--- src/rtl/mips_pipe_pkg.sv ---
// -----------------------------------------------------------------------------
// mips_pipe_pkg
// Shared definitions for the pipeline selector stages.
//   skid_state_e  : occupancy of the two-entry skid stage (EMPTY / ONE / TWO)
//   num_in_legal  : elaboration-time check of the selector fan-in (2..16)
// -----------------------------------------------------------------------------
package mips_pipe_pkg;

  typedef enum logic [1:0] {
    ST_EMPTY = 2'd0,
    ST_ONE   = 2'd1,
    ST_TWO   = 2'd2
  } skid_state_e;

  localparam int NUM_IN_MIN = 2;
  localparam int NUM_IN_MAX = 16;

  function automatic bit num_in_legal(input int n);
    return (n >= NUM_IN_MIN) && (n <= NUM_IN_MAX);
  endfunction

endpackage

--- src/rtl/mux_n.sv ---
// -----------------------------------------------------------------------------
// mux_n
// Purely combinational NUM_IN:1 selector of WIDTH-bit words.
// Ports:
//   in_data  [NUM_IN*WIDTH] packed inputs, input k at [k*WIDTH +: WIDTH]
//   in_sel   [SEL_W]        index of the input to pass
//   out_data [WIDTH]        selected word, zero when in_sel is out of range
//   out_err                 in_sel >= NUM_IN (only possible for non-power-of-2)
// -----------------------------------------------------------------------------
module mux_n
  import mips_pipe_pkg::*;
#(
  parameter  int WIDTH  = 5,
  parameter  int NUM_IN = 2,
  localparam int SEL_W  = $clog2(NUM_IN)
) (
  input  logic [NUM_IN*WIDTH-1:0] in_data,
  input  logic [SEL_W-1:0]        in_sel,
  output logic [WIDTH-1:0]        out_data,
  output logic                    out_err
);

  if (!num_in_legal(NUM_IN)) begin : g_num_in_check
    $error("mux_n: NUM_IN=%0d outside legal range 2..16", NUM_IN);
  end

  // Default to the error result; a matching index overrides it.
  always_comb begin
    out_data = '0;
    out_err  = 1'b1;
    for (int k = 0; k < NUM_IN; k++) begin
      if (in_sel == SEL_W'(k)) begin
        out_data = in_data[k*WIDTH +: WIDTH];
        out_err  = 1'b0;
      end
    end
  end

endmodule

--- src/rtl/mux_skid_stage.sv ---
// -----------------------------------------------------------------------------
// mux_skid_stage
// NUM_IN:1 word selector with a registered output, valid/ready handshake and a
// two-entry skid buffer so that in_ready comes straight from a flop.
// Ports:
//   clk, rst          clock, asynchronous active-high reset
//   in_data, in_sel   packed candidate words and select index
//   in_valid/in_ready upstream handshake (in_ready registered)
//   flush             synchronous squash of every held word, highest priority
//   out_data/out_err  selected word and out-of-range flag
//   out_valid/out_ready downstream handshake
// -----------------------------------------------------------------------------
module mux_skid_stage
  import mips_pipe_pkg::*;
#(
  parameter  int WIDTH  = 5,
  parameter  int NUM_IN = 2,
  localparam int SEL_W  = $clog2(NUM_IN)
) (
  input  logic                    clk,
  input  logic                    rst,
  input  logic [NUM_IN*WIDTH-1:0] in_data,
  input  logic [SEL_W-1:0]        in_sel,
  input  logic                    in_valid,
  output logic                    in_ready,
  input  logic                    flush,
  output logic [WIDTH-1:0]        out_data,
  output logic                    out_err,
  output logic                    out_valid,
  input  logic                    out_ready
);

  if (!num_in_legal(NUM_IN)) begin : g_num_in_check
    $error("mux_skid_stage: NUM_IN=%0d outside legal range 2..16", NUM_IN);
  end

  logic [WIDTH-1:0] sel_word;
  logic             sel_err;

  mux_n #(
    .WIDTH  (WIDTH),
    .NUM_IN (NUM_IN)
  ) u_mux (
    .in_data  (in_data),
    .in_sel   (in_sel),
    .out_data (sel_word),
    .out_err  (sel_err)
  );

  skid_state_e      state_q, state_d;
  logic             vld_q, vld_d;
  logic             rdy_q, rdy_d;
  logic [WIDTH-1:0] m_data_q, m_data_d;
  logic             m_err_q, m_err_d;
  logic [WIDTH-1:0] s_data_q;
  logic             s_err_q;

  logic acc, pop;
  logic m_load, m_from_s, s_load;

  assign acc = in_valid & rdy_q;
  assign pop = vld_q & out_ready;

  always_comb begin
    state_d  = state_q;
    m_load   = 1'b0;
    m_from_s = 1'b0;
    s_load   = 1'b0;
    if (flush) begin
      // Data registers keep their contents; only occupancy is dropped.
      state_d = ST_EMPTY;
    end else begin
      unique case (state_q)
        ST_EMPTY: begin
          if (acc) begin
            state_d = ST_ONE;
            m_load  = 1'b1;
          end
        end
        ST_ONE: begin
          if (acc && pop) begin
            m_load = 1'b1;
          end else if (acc) begin
            state_d = ST_TWO;
            s_load  = 1'b1;
          end else if (pop) begin
            state_d = ST_EMPTY;
          end
        end
        ST_TWO: begin
          // in_ready is low here, so only a pop can change anything.
          if (pop) begin
            state_d  = ST_ONE;
            m_load   = 1'b1;
            m_from_s = 1'b1;
          end
        end
        default: state_d = ST_EMPTY;
      endcase
    end
  end

  // Output flags are registered copies of the next-state decode so that
  // neither in_ready nor out_valid has logic after a flop.
  always_comb begin
    vld_d    = (state_d != ST_EMPTY);
    rdy_d    = (state_d != ST_TWO);
    m_data_d = m_from_s ? s_data_q : sel_word;
    m_err_d  = m_from_s ? s_err_q  : sel_err;
  end

  always_ff @(posedge clk or posedge rst) begin
    if (rst) begin
      state_q  <= ST_EMPTY;
      vld_q    <= 1'b0;
      rdy_q    <= 1'b1;
      m_data_q <= '0;
      m_err_q  <= 1'b0;
      s_data_q <= '0;
      s_err_q  <= 1'b0;
    end else begin
      state_q <= state_d;
      vld_q   <= vld_d;
      rdy_q   <= rdy_d;
      if (m_load) begin
        m_data_q <= m_data_d;
        m_err_q  <= m_err_d;
      end
      if (s_load) begin
        s_data_q <= sel_word;
        s_err_q  <= sel_err;
      end
    end
  end

  assign in_ready  = rdy_q;
  assign out_valid = vld_q;
  assign out_data  = m_data_q;
  assign out_err   = m_err_q;

endmodule
--- config.mk ---
export PLATFORM = sky130hd
export DESIGN_NAME = mux_skid_stage
export DESIGN_NICKNAME = d
export VERILOG_FILES = /design/src/rtl/mips_pipe_pkg.sv /design/src/rtl/mux_n.sv /design/src/rtl/mux_skid_stage.sv
export SDC_FILE = /design/constraint.sdc
export NUM_CORES = 1
export LEC_CHECK = 0
export CORE_MARGIN = 2
export CORE_UTILIZATION = 45
export DETAILED_ROUTE_END_ITERATION = 10
export GPL_TIMING_DRIVEN = 0
export PLACE_DENSITY = 0.82
export RECOVER_POWER = 100
export SYNTH_ARGS = -nofsm -noshare
export SYNTH_HDL_FRONTEND = slang
export SYNTH_SLANG_ARGS = --single-unit
--- constraint.sdc ---
create_clock -name clk -period 4.6 [get_ports clk]
set_input_delay 0.46 -clock clk [delete_from_list [all_inputs] [get_ports clk]]
set_output_delay 0.46 -clock clk [all_outputs]
set_load 0.005 [all_outputs]
# After elaboration in Yosys (flattened, before gate mapping)
# Cells that the tools add are included.
# W data, S select, Z words.
# totals
ramBits	0
input_bits	16
mem_bits_ro	0
latch_bits	0
n_memories	0
out_inout_bits	8
regBits	14
# op_classes
add_sub_neg	0
multipliers	0
reduce_logical	3
mux	19
shift	0
n_div	0
order_cmp	0
eq_ne	3
bitwise_logic	2
# op_table
cell	count
$mux W2	6
$mux W5	2
$mux W1	9
$pmux W2 S3	1
$pmux W1 S3	1
$and A1 B1 Y1	2
$eq A2 B1 Y1 const B	1
$eq A2 B2 Y1 const B	1
$logic_not A2 Y1	1
$ne A2 B2 Y1 const B	1
$reduce_bool A2 Y1	1
$logic_and A1 B1 Y1	1

# Longest topological paths before layout
# logic_depth
depth_word	7
mapped_depth	5
mapped_depth_nobuf	4

# Hierarchy
# Synthesis repeated with hierarchy kept, for this count alone.
# hier_totals
cells_unflattened	61
area_unflattened_um2	793.3
# by_module_without_submodules
mod	n_inst	area_per_inst_um2	cells_per_inst	seq_area_each_um2
mux_skid_stage	1	725.7	54	401.6
mux_n	1	67.6	7	0.0

# Worst setup path before layout
# Ideal clock, no wire load.
# synth_timing
path_type	flip-flop to flip-flop
start	register state_q[0]
end	register m_data_q[0] (netlist: out_data[0])
path_stages_with_launch	5
setup_time_ns	0.125
arrival_ns	1.392
slack_ns	3.083
path_cell_list	dfrtp_1 -> nand4b_2 -> nor2_2 -> mux2_2 -> mux2_4
# synth_via
elab_chain_len	4
elab_cells_between_ends	8
cone_classes	2 x eq/ne; 5 x mux; 1 x reduce/logical
# synth_rtl
item	line_no	source
start, declared	mux_skid_stage.sv:50	skid_state_e state_q, state_d;
start signal, assigned	mux_skid_stage.sv:122	state_q <= state_d;
$eq A2 B2 Y1	mux_skid_stage.sv:73	unique case (state_q)
$mux W1	mux_skid_stage.sv:73	
$mux W1	mux_skid_stage.sv:69	if (flush) begin
$mux W5	mux_skid_stage.sv:108	m_data_d = m_from_s ? s_data_q : sel_word;
end signal, assigned	mux_skid_stage.sv:126	m_data_q <= m_data_d;
end, declared	mux_skid_stage.sv:53	logic [WIDTH-1:0] m_data_q, m_data_d;
# Parallel ways exist; a longest one is shown, timed or not.
# A chain may end at the register's enable or synchronous reset.

# Worst setup path after layout
# layout_timing
start	input port out_ready
end	register m_data_q[0] (netlist: out_data[0])
# layout_via
elab_chain_len	5
elab_cells_between_ends	9
cone_classes	7 x mux; 1 x bitwise; 1 x reduce/logical
# layout_rtl
item	line_no	source
start, declared	mux_skid_stage.sv:30	input logic out_ready
$and A1 B1 Y1 *	mux_skid_stage.sv:62	assign pop = vld_q & out_ready;
$logic_and A1 B1 Y1 / $mux W1 (equally long branches)	mux_skid_stage.sv:81, mux_skid_stage.sv:92	
$mux W1 (on tied branches)	mux_skid_stage.sv:81, mux_skid_stage.sv:73	
$pmux W1 S3 / $mux W1 (equally long branches)	mux_skid_stage.sv:73, mux_skid_stage.sv:69	
$mux W1 / $mux W5 (equally long branches)	mux_skid_stage.sv:69, mux_skid_stage.sv:108	
# Mark *: on every way between the ends. The rest lies on a longest branch, timed or not.

==> qor.csv <==
metric,value,unit
gp_congestion,0.843,
post_cts_buffers,0,
endpoint,out_data[0],
period_needed,2.09,ns
fmax,0.478,GHz
synth_cell_types,22,
die_h,44.7,um
cp.depth,5,
synthXorXnorAreaFrac,1.17,%
grt_usage,15.5,%
endpoint_kind,flop,
diodes,0,
cp_slowest_cell,dlygate4sd3_1,
ant_nets,0,
antenna_found_initial,0,
crit_family,multiplexers,
ir_drop,0.223,mV
nFillCells,131,
cts.clk_slew.worst_paths,0.09,ns
max-cap-violations,0,
setup_viol,0,
area.growth.synth_to_final,34.7,%
p_leak,0.441,nW
ctsHtreeMaxLevel,1,
ff2ff_path_depth,4,
route.detailed.drc,0,
rows,14,
crit_path_max_incr_delay,0.59,ns
initial_core_util,48.9,%
grt_max_degree,15,
portBuffers,22,
rsz0062_at_grt,no,
root_buffer,clkbuf_4,
required,4.77,ns
yosys-mux-area-fraction,32.7,%
hold_violations,0,
tritoncts,yes,
clockBufferDepth,2,
worstPathCellList,dlygate4sd3_1 > nand4b_2 > nor2_1 > mux2_2 > mux2_1,
drtIter0Drc,3,
numCtsBuffers,3,
ys_ff_latch,14,
cp-startpoint,out_ready,
postSynthAreaPerCell,13.1,um2
synth_fa_ha_area_share,0,%
netlist_instances,57,
cts_resized,0,
yosys_warnings,0,
synth_top_family_by_area,multiplexers,
core-area,1520,um2
hold_buffers,0,
ioPinCount,24,
die_area,2000,um2
synthSimpleGateAreaFrac,9.40,%
start_kind,input pin,
dp_hpwl,1.04,mm
overflow,0,
grt_pass1_wl,2.21,mm
path_max_fanout,5,
r2r_end,out_data[0],
clkLatencyLatePin,0.28,ns
syn_nets,73,
setup_tns,0,ns
status,completed,
final_layout_size_suffix_gt1_share,31.3,%
final_max_slew_viol_count,0,
synth_compound_area_share,6.04,%
fin_nets,100,
regToRegSetupSlack,2.76,ns
wl,1.34,mm
layout_commonest_cell,mux2_2,
whs,0.485,ns
crit_type,input pin to flop,
via_count,512,
critPathArrivalTime,2.26,ns
slew_headroom,64.0,%
worst_pin_slew,0.539,ns
regToRegStartpoint,state_q[0],
cts_sinks,14,
skew,0.000832,ns
grt_pass1_vias,529,
power_density,381,nW/um2
routed_via_density,5.17,
finalCritPeriodShare,45.5,%
drt_pre_antenna_iters,4,
mostFrequentLayoutCells,"15 x mux2_2, 13 x dfrtp_1, 12 x clkdlybuf4s50_1",
worst-path-buf-inv,1,
syn_area,746,um2
wl_per_cell,13.5,um
seq_area_frac_synth,47.1,%
post-place-ws,2.45,ns
layout_setup_ws,2.51,ns
dieWidth,44.7,um
hold_class,flop to flop,
Yosys cell counts, drive strengths merged:
cell	number	area [um2]
mux2	20	244
dfrtp	13	325
nor2	5	21.3
a21oi	2	10.0
buf	2	18.8
o21a	2	15.0
o21ai	2	10.0
a21bo	1	10.0
and2	1	7.51
and2b	1	8.76
and3b	1	8.76
conb	1	3.75
dfstp	1	26.3
inv	1	3.75
nand2	1	3.75
nand3	1	5.00
nand4b	1	15.0
xnor2	1	8.76
cells by family (layout without fill, tap and decap cells):
logic type,Yosys count,count (layout)
compound gates,7,7
xor+xnor,1,1
buf+inv,3,29
flops,14,14
mux,20,20
other cells,1,1
simple gates,11,11
final cells by class:
class	count	area [um2]	share of cell area (%)
plain buffers	2	18.8	1.87
clock buffers	4	36.3	3.61
repair buffers	22	220	21.9
inverters	1	3.75	0.374
flip-flops and latches	14	352	35.0
multi-input cells	40	354	35.2
well taps	16	20.0	1.99
how the worst min path moves through the flow:
stage                 from           to  slack, ns  cells past startpoint
2_1_floorplan          rst  out_data[0]       0.35                      1
3_3_place_gp   s_data_q[1]  s_data_q[1]       0.48                      1
3_5_place_dp   s_data_q[0]  s_data_q[0]       0.49                      1
4_1_cts        s_data_q[0]  s_data_q[0]       0.51                      1
5_1_grt        out_data[2]  out_data[2]       0.52                      1
6_report       out_data[4]  out_data[4]       0.49                      1
metrics by stage:
step,instances,total power [mW],utilization (%),cell area (um2)
final,99,0.382,65.9,1000
after global placement,95,0.313,64.7,986
after global routing,99,0.407,65.9,1000
after CTS,99,0.405,67.1,1020
after detailed placement,95,0.317,64.7,986
after floorplan,57,0.257,-,746
sequential cells by signal, summed over array words and instances (netlist names):
name / cells
out_data: 5
s_data_q: 5
state_q: 2
in_ready: 1
out_valid: 1
metal layers:
layer / global-route usage (%) / vias to the layer above / part of all wire (%)
met2: 25.5 / 13 / 47
met5: 0 / - / 0
met1: 19.2 / 244 / 46
met3: 3.60 / 4 / 4.9
li1: - / 251 / -
met4: 7.27 / 0 / 1.3
power breakdown:
part / switching, mW / leakage, nW / internal, mW
Combinational: 0.0345 / 0.251 / 0.0758
Sequential: 0.0195 / 0.169 / 0.164
Clock: 0.0405 / 0.0210 / 0.0481
Power figures use the tool's default switching activity.
